<file path="src/rtl/imm_exec_stage_pkg.sv">
// rtl/imm_exec_stage_pkg.sv - shared ALU codes, stage states and helpers for the I-type execute stage
package imm_exec_stage_pkg;

    // ALU operation codes shared with the I-type decoder
    localparam logic [4:0] ALU_ADDI  = 5'd0;
    localparam logic [4:0] ALU_SLTI  = 5'd1;
    localparam logic [4:0] ALU_SLTIU = 5'd2;
    localparam logic [4:0] ALU_XORI  = 5'd3;
    localparam logic [4:0] ALU_ORI   = 5'd4;
    localparam logic [4:0] ALU_ANDI  = 5'd5;
    localparam logic [4:0] ALU_SLLI  = 5'd6;
    localparam logic [4:0] ALU_SRLI  = 5'd7;
    localparam logic [4:0] ALU_SRAI  = 5'd8;

    // Execute stage states
    localparam logic [1:0] ST_IDLE  = 2'd0;
    localparam logic [1:0] ST_EXEC  = 2'd1;
    localparam logic [1:0] ST_SHIFT = 2'd2;
    localparam logic [1:0] ST_WB    = 2'd3;

    // Shift ops go through the serial shifter instead of the one-cycle ALU
    function automatic logic is_shift_op(input logic [4:0] code);
        return (code == ALU_SLLI) || (code == ALU_SRLI) || (code == ALU_SRAI);
    endfunction

    // Sign-extend the 12-bit immediate to the 32-bit datapath
    function automatic logic [31:0] sext12(input logic [11:0] imm);
        return {{20{imm[11]}}, imm};
    endfunction

endpackage

</file>
<file path="src/rtl/imm_alu_comb.sv">
// rtl/imm_alu_comb.sv - combinational non-shift I-type ALU
module imm_alu_comb
    import imm_exec_stage_pkg::*;
#(
    parameter int XLEN = 32
) (
    input  logic [XLEN-1:0] rs1,
    input  logic [XLEN-1:0] sext,
    input  logic [4:0]      alu_control,
    output logic [XLEN-1:0] result
);

    // Select the op result; unknown codes (and shift codes, never used from here) fall back to ADDI
    always_comb begin
        result = rs1 + sext;
        case (alu_control)
            ALU_SLTI:  result = {{(XLEN-1){1'b0}}, ($signed(rs1) < $signed(sext))};
            ALU_SLTIU: result = {{(XLEN-1){1'b0}}, (rs1 < sext)};
            ALU_XORI:  result = rs1 ^ sext;
            ALU_ORI:   result = rs1 | sext;
            ALU_ANDI:  result = rs1 & sext;
            default:   result = rs1 + sext;
        endcase
    end

endmodule

</file>
<file path="src/rtl/imm_exec_stage.sv">
// rtl/imm_exec_stage.sv - I-type execute/writeback stage with serial shifter
module imm_exec_stage
    import imm_exec_stage_pkg::*;
#(
    parameter int XLEN = 32
) (
    input  logic            clk,
    input  logic            rst_n,
    input  logic            flush,
    input  logic            in_valid,
    output logic            in_ready,
    input  logic [4:0]      in_rs1,
    input  logic [4:0]      in_rd,
    input  logic [11:0]     in_imm,
    input  logic [4:0]      in_alu_control,
    output logic [4:0]      rf_raddr,
    input  logic [XLEN-1:0] rf_rdata,
    output logic            wb_valid,
    output logic            wb_en,
    output logic [4:0]      wb_rd,
    output logic [XLEN-1:0] wb_data,
    output logic            busy
);

    logic [1:0]      state_q;
    logic [4:0]      rd_q;
    logic [11:0]     imm_q;
    logic [4:0]      alu_q;
    logic [XLEN-1:0] rs1_q;
    logic [XLEN-1:0] result_q;
    logic [XLEN-1:0] shift_q;
    logic [4:0]      cnt_q;

    logic            accept;
    logic [XLEN-1:0] sext;
    logic [XLEN-1:0] alu_result;
    logic [XLEN-1:0] shift_next;
    logic [4:0]      shamt;
    logic            wb_live;

    assign rf_raddr = in_rs1;
    assign in_ready = ((state_q == ST_IDLE) || (state_q == ST_WB)) && !flush;
    assign accept   = in_valid && in_ready;
    assign busy     = (state_q != ST_IDLE);

    assign sext  = sext12(imm_q);
    assign shamt = imm_q[4:0];

    // A flush during WB suppresses the pulse and its data in the same cycle
    assign wb_live  = (state_q == ST_WB) && !flush;
    assign wb_valid = wb_live;
    assign wb_en    = wb_live && (rd_q != 5'd0);
    assign wb_rd    = rd_q;
    assign wb_data  = wb_live ? result_q : '0;

    imm_alu_comb #(.XLEN(XLEN)) u_alu (
        .rs1         (rs1_q),
        .sext        (sext),
        .alu_control (alu_q),
        .result      (alu_result)
    );

    // One-bit step of the serial shifter; SRAI replicates the sign bit
    always_comb begin
        shift_next = {shift_q[XLEN-1], shift_q[XLEN-1:1]};
        if (alu_q == ALU_SLLI) begin
            shift_next = {shift_q[XLEN-2:0], 1'b0};
        end else if (alu_q == ALU_SRLI) begin
            shift_next = {1'b0, shift_q[XLEN-1:1]};
        end
    end

    // Stage FSM, operand capture and serial shift datapath
    always_ff @(posedge clk or negedge rst_n) begin
        if (!rst_n) begin
            state_q  <= ST_IDLE;
            rd_q     <= '0;
            imm_q    <= '0;
            alu_q    <= '0;
            rs1_q    <= '0;
            result_q <= '0;
            shift_q  <= '0;
            cnt_q    <= '0;
        end else begin
            if (accept) begin
                rd_q  <= in_rd;
                imm_q <= in_imm;
                alu_q <= in_alu_control;
                rs1_q <= rf_rdata;
            end
            case (state_q)
                ST_IDLE: begin
                    if (accept) state_q <= ST_EXEC;
                end
                ST_EXEC: begin
                    if (flush) begin
                        state_q <= ST_IDLE;
                    end else if (!is_shift_op(alu_q)) begin
                        result_q <= alu_result;
                        state_q  <= ST_WB;
                    end else if (shamt == 5'd0) begin
                        result_q <= rs1_q;
                        state_q  <= ST_WB;
                    end else begin
                        shift_q <= rs1_q;
                        cnt_q   <= shamt;
                        state_q <= ST_SHIFT;
                    end
                end
                ST_SHIFT: begin
                    if (flush) begin
                        state_q <= ST_IDLE;
                    end else begin
                        shift_q <= shift_next;
                        cnt_q   <= cnt_q - 5'd1;
                        if (cnt_q == 5'd1) begin
                            result_q <= shift_next;
                            state_q  <= ST_WB;
                        end
                    end
                end
                default: begin
                    state_q <= accept ? ST_EXEC : ST_IDLE;
                end
            endcase
        end
    end

endmodule

</file>
<file path="config.mk">
export PLATFORM = sky130hd
export DESIGN_NAME = imm_exec_stage
export DESIGN_NICKNAME = d
export VERILOG_FILES = /design/src/rtl/imm_exec_stage_pkg.sv /design/src/rtl/imm_alu_comb.sv /design/src/rtl/imm_exec_stage.sv
export SDC_FILE = /design/constraint.sdc
export NUM_CORES = 1
export LEC_CHECK = 0
export BUFFER_PORTS_ARGS = -buffer_cell sky130_fd_sc_hd__buf_2
export CAP_MARGIN = 10
export CORE_UTILIZATION = 60
export DETAILED_ROUTE_END_ITERATION = 6
export GPL_TIMING_DRIVEN = 0
export PLACE_DENSITY = 0.91
export SYNTH_ARGS = -nofsm -noshare
export SYNTH_HDL_FRONTEND = slang
export SYNTH_SLANG_ARGS = --single-unit
</file>
<file path="constraint.sdc">
create_clock -name clk -period 4.75 [get_ports clk]
set_input_delay 0.475 -clock clk [delete_from_list [all_inputs] [get_ports clk]]
set_output_delay 0.475 -clock clk [all_outputs]
set_load 0.01 [all_outputs]
</file>
==> tab_implementation.tex <==
\begin{tabular}{lr}
\hline
Metric & Value \\
\hline
\multicolumn{2}{l}{\textbf{Final layout}} \\
\quad Number of standard cells in the layout, taps in and fillers out & 1628 \\
\quad Final antenna diode count & 0 \\
\quad Share of cells above drive strength 1 & 13.2\% \\
\quad Fill cell count & 1307 \\
\quad Layout-stage area growth over the synthesis result & 14.2\% \\
\quad Area occupied by multi-input gates & 6230 µm² \\
\quad Fraction of the core area covered by cells at the end of the flow & 71.2\% \\
\quad Layout net count & 1566 \\
\quad FF/Latch Area & 3130 µm² \\
\multicolumn{2}{l}{\textbf{Power and ir drop}} \\
\quad Total power & 10.2 mW \\
\quad Total power density per cell area & 896 nW/µm² \\
\quad Largest vdd supply drop & 0.000501 V \\
\quad Leakage power of the design & 5.24 nW \\
\multicolumn{2}{l}{\textbf{Hold path}} \\
\quad WHS Endpoint & rs1\_q[20]\$\_DFFE\_PN0P\_ \\
\quad Worst hold path class & primary input to flip-flop \\
\quad Launch point of the worst hold path & rf\_rdata[20] \\
\quad Count of cells along the worst hold path & 3 \\
\multicolumn{2}{l}{\textbf{Synth}} \\
\quad Sequential area share after synthesis & 31.3\% \\
\quad Post-synth top area cell & sky130\_fd\_sc\_hd\_\_dfrtp\_1 \\
\quad Cell types with the highest counts after synthesis & 202 x sky130\_fd\_sc\_hd\_\_nand2\_1, 125 x sky130\_fd\_sc\_hd\_\_dfrtp\_1, 112 x sky130\_fd\_sc\_hd\_\_o21ai\_0 \\
\quad Number of synthesized flops with an enable pin & 0 \\
\quad Cells after Synth & 1275 \\
\quad Most common cell in the netlist & sky130\_fd\_sc\_hd\_\_nand2\_1 \\
\quad Number of register bits inferred by synthesis & 125 \\
\quad Cell area after synthesis & 10000 µm² \\
\quad Largest cells by area after synthesis & sky130\_fd\_sc\_hd\_\_dfrtp\_1 31\%, sky130\_fd\_sc\_hd\_\_ha\_1 13\%, sky130\_fd\_sc\_hd\_\_nand2\_1 7.6\% \\
\quad Number of nets in the synthesized netlist & 1442 \\
\quad Number of unique standard cell types used by synthesis & 79 \\
\quad Synth warnings & 0 \\
\quad Top-area cell type share of the netlist area & 31.3\% \\
\quad Mean area per synthesized cell & 7.85 µm² \\
\quad Fraction of registers with async set or reset after synthesis & 100\% \\
\quad Most used flip-flop cell after synthesis & sky130\_fd\_sc\_hd\_\_dfrtp\_1 \\
\multicolumn{2}{l}{\textbf{CTS}} \\
\quad CTS root buffer & sky130\_fd\_sc\_hd\_\_clkbuf\_16 \\
\quad Clock sink count & 125 \\
\quad Clock H-tree levels & 4 \\
\quad CTS Buffer Depth & 2 \\
\quad Clock-pin slew on the worst setup and hold paths & 60 ps \\
\quad \# Post-CTS Setup Buffers & 0 \\
\quad Clock tree from TritonCTS & yes \\
\quad Clock buffers created by TritonCTS & 17 \\
\quad Latest clock arrival within the worst-skew pair & 440 ps \\
\multicolumn{2}{l}{\textbf{Critical path}} \\
\quad Arrival time at the worst endpoint & 4580 ps \\
\quad Data required, critical path & 5070 ps \\
\quad FF-to-FF End & result\_q[29]\$\_DFFE\_PN0P\_ \\
\quad Setup crit end kind & flip-flop \\
\quad Critical R2R Launch & imm\_q[11]\$\_DFFE\_PN0P\_ \\
\quad Crit path max fanout & 43 \\
\quad Reg2reg path depth & 12 \\
\quad WS Path Type & flip-flop to flip-flop \\
\quad Startpoint type of the worst setup path & flip-flop \\
\quad Register-to-register path setup slack & 480 ps \\
\multicolumn{2}{l}{\textbf{Floorplanning}} \\
\quad Die footprint & 17200 µm² \\
\quad Top-level I/O count & 109 \\
\quad Die width & 131 µm \\
\quad Core area & 16100 µm² \\
\quad Vertical die dimension & 131 µm \\
\quad Starting density of the core & 62.3\% \\
\quad Number of rows created at floorplan & 46 \\
\multicolumn{2}{l}{\textbf{Drt}} \\
\quad Via density per instance & 6.50 \\
\quad First DRT Iteration DRCs & 1571 \\
\quad DRT antenna net count & 0 \\
\quad Detailed-route wire length & 35000 µm \\
\quad Wire length per cell & 21.5 µm \\
\quad Overall via count from detail\_route & 10.6k \\
\quad Post-route DRC violation count & 0 \\
\quad Number of detailed-routing iterations run before antenna repair & 7 \\
\multicolumn{2}{l}{\textbf{STA}} \\
\quad Share of the clock period used by the worst path after layout & 89.8\% \\
\quad Worst-case clock skew & 9.99 ps \\
\quad Maximum clock rate & 234 MHz \\
\quad Slew Limit Headroom & 40.3\% \\
\quad Worst-margin pin slew & 894 ps \\
\quad Final Critical Period & 4270 ps \\
\quad RSZ-0062 raised after global routing & no \\
\quad Total count of hold-check failures in the final report & 0 \\
\quad Final-report setup violation count & 0 \\
\quad Final-report max-slew violation count & 0 \\
\multicolumn{2}{l}{\textbf{GRT}} \\
\quad Pin count of the biggest net entering global routing & 93 \\
\quad GR Util met2 & 61.1\% \\
\quad Global-route wire length before repair & 54600 µm \\
\quad Global Route Usage Sum & 41.2\% \\
\quad Via count of the first global-routing pass & 9959 \\
\quad Grt met1 use & 56.2\% \\
\quad Initial antenna violation count & 1 \\
\quad Global-route track usage on met3 & 10.3\% \\
\quad Global routing's busiest layer & met2 \\
\quad Remaining global-route overflow & 0 \\
\multicolumn{2}{l}{\textbf{Placement}} \\
\quad IO buf count & 103 \\
\quad Post-DP HPWL & 25700 µm \\
\quad Placed insts & 1595 \\
\quad Global placer's final weighted congestion & 0.993 \\
\multicolumn{2}{l}{\textbf{Run}} \\
\quad Count of maximum capacitance violations & 0 \\
\multicolumn{2}{l}{\textbf{Status}} \\
\quad Outcome & finished clean \\
\hline
\end{tabular}
## where the power goes
group | switching (mW) | total [mW] | internal, mW
clock network | 0.548 | 1.35 | 0.800
registers | 0.610 | 2.21 | 1.60
logic | 4.38 | 6.69 | 2.30
## through the flow
stage          TNS (ps)  worst slack (ps)  instance area [µm²]  hold WS [ps]
6_report              0               485                11400           235
5_1_grt               0               357                11400           250
4_1_cts               0               213                11400           242
3_5_place_dp          0               224                10800           383
3_3_place_gp      -1300              -290                10800           446
2_1_floorplan         0               968                10000           179
## flip-flops by register name, indices dropped and copies added (netlist names)
signal and flops:
imm_q 12, rs1_q 32, alu_q 5, cnt_q 5, shift_q 32, result_q 32
state_q 2, wb_rd 5
## critical path: stages, from the launching register on
cell                        delay [ps]
sky130_fd_sc_hd__dfrtp_2           600
sky130_fd_sc_hd__inv_2             740
sky130_fd_sc_hd__ha_1              370
sky130_fd_sc_hd__clkbuf_1          210
sky130_fd_sc_hd__a21oi_1           380
sky130_fd_sc_hd__nand2_1           140
sky130_fd_sc_hd__a2111oi_2         370
sky130_fd_sc_hd__o211ai_1          240
sky130_fd_sc_hd__a31oi_2           310
sky130_fd_sc_hd__nor3_1             80
sky130_fd_sc_hd__o31ai_1           340
sky130_fd_sc_hd__a221oi_2          130
sky130_fd_sc_hd__o22a_1            200
## metal layers
| metal | part of all wire (%) | vias up |
|---|---|---|
| met5 | 0 | - |
| met4 | 3.8 | 0 |
| met3 | 13 | 150 |
| met2 | 44 | 779 |
| met1 | 40 | 4927 |
| li1 | - | 4730 |
## kinds of logic (layout without fill, tap and decap cells)
group | Yosys count | after routing | share of synthesized area [%]
compound gates | 444 | 444 | 27.8
xor+xnor | 13 | 13 | 1.14
fa+ha+maj | 104 | 104 | 13.1
buf+inv | 163 | 300 | 6.51
flops | 125 | 125 | 31.3
mux | 17 | 17 | 1.83
simple gates | 409 | 409 | 18.4
## cell type report
cell class | count | share of cell area (%)
Tap cell | 216 | 2.37
Timing Repair Buffer | 105 | 4.89
Multi-Input combinational cell | 987 | 54.5
Sequential cell | 125 | 27.4
Clock buffer | 19 | 3.96
Inverter | 67 | 2.20
Buffer | 96 | 3.50
Clock inverter | 13 | 1.20
## repair_timing
action | in CTS | in global routing
endpoints found under the setup margin | 0 | 2
hold buffers | 1 | 0
hold endpoints to repair | 33 | 0
gates resized for setup | 0 | 1
## cells in the final DEF, fill, tap and decap left out, drive strengths merged, types with 14 or more instances in the layout
cell / instances
nor3: 20
dfrtp: 125
inv: 69
a21o: 17
clkbuf: 94
nor2: 75
a21oi: 98
and2: 36
nand2: 202
a31oi: 14
ha: 103
o21ai: 192
buf: 125
nand3: 27
## worst max path at each step
stage / startpoint / end / slack (ps) / cells after the start
after detailed placement: imm_q[11]$_DFFE_PN0P_ / result_q[29]$_DFFE_PN0P_ / 220 / 12
after global routing: imm_q[11]$_DFFE_PN0P_ / result_q[31]$_DFFE_PN0P_ / 360 / 12
final: imm_q[11]$_DFFE_PN0P_ / result_q[29]$_DFFE_PN0P_ / 480 / 12
after floorplan: imm_q[11]$_DFFE_PN0P_ / result_q[29]$_DFFE_PN0P_ / 970 / 12
after global placement: imm_q[11]$_DFFE_PN0P_ / result_q[29]$_DFFE_PN0P_ / -290 / 12
after CTS: imm_q[11]$_DFFE_PN0P_ / result_q[29]$_DFFE_PN0P_ / 210 / 12
Power figures use the tool's default switching activity.
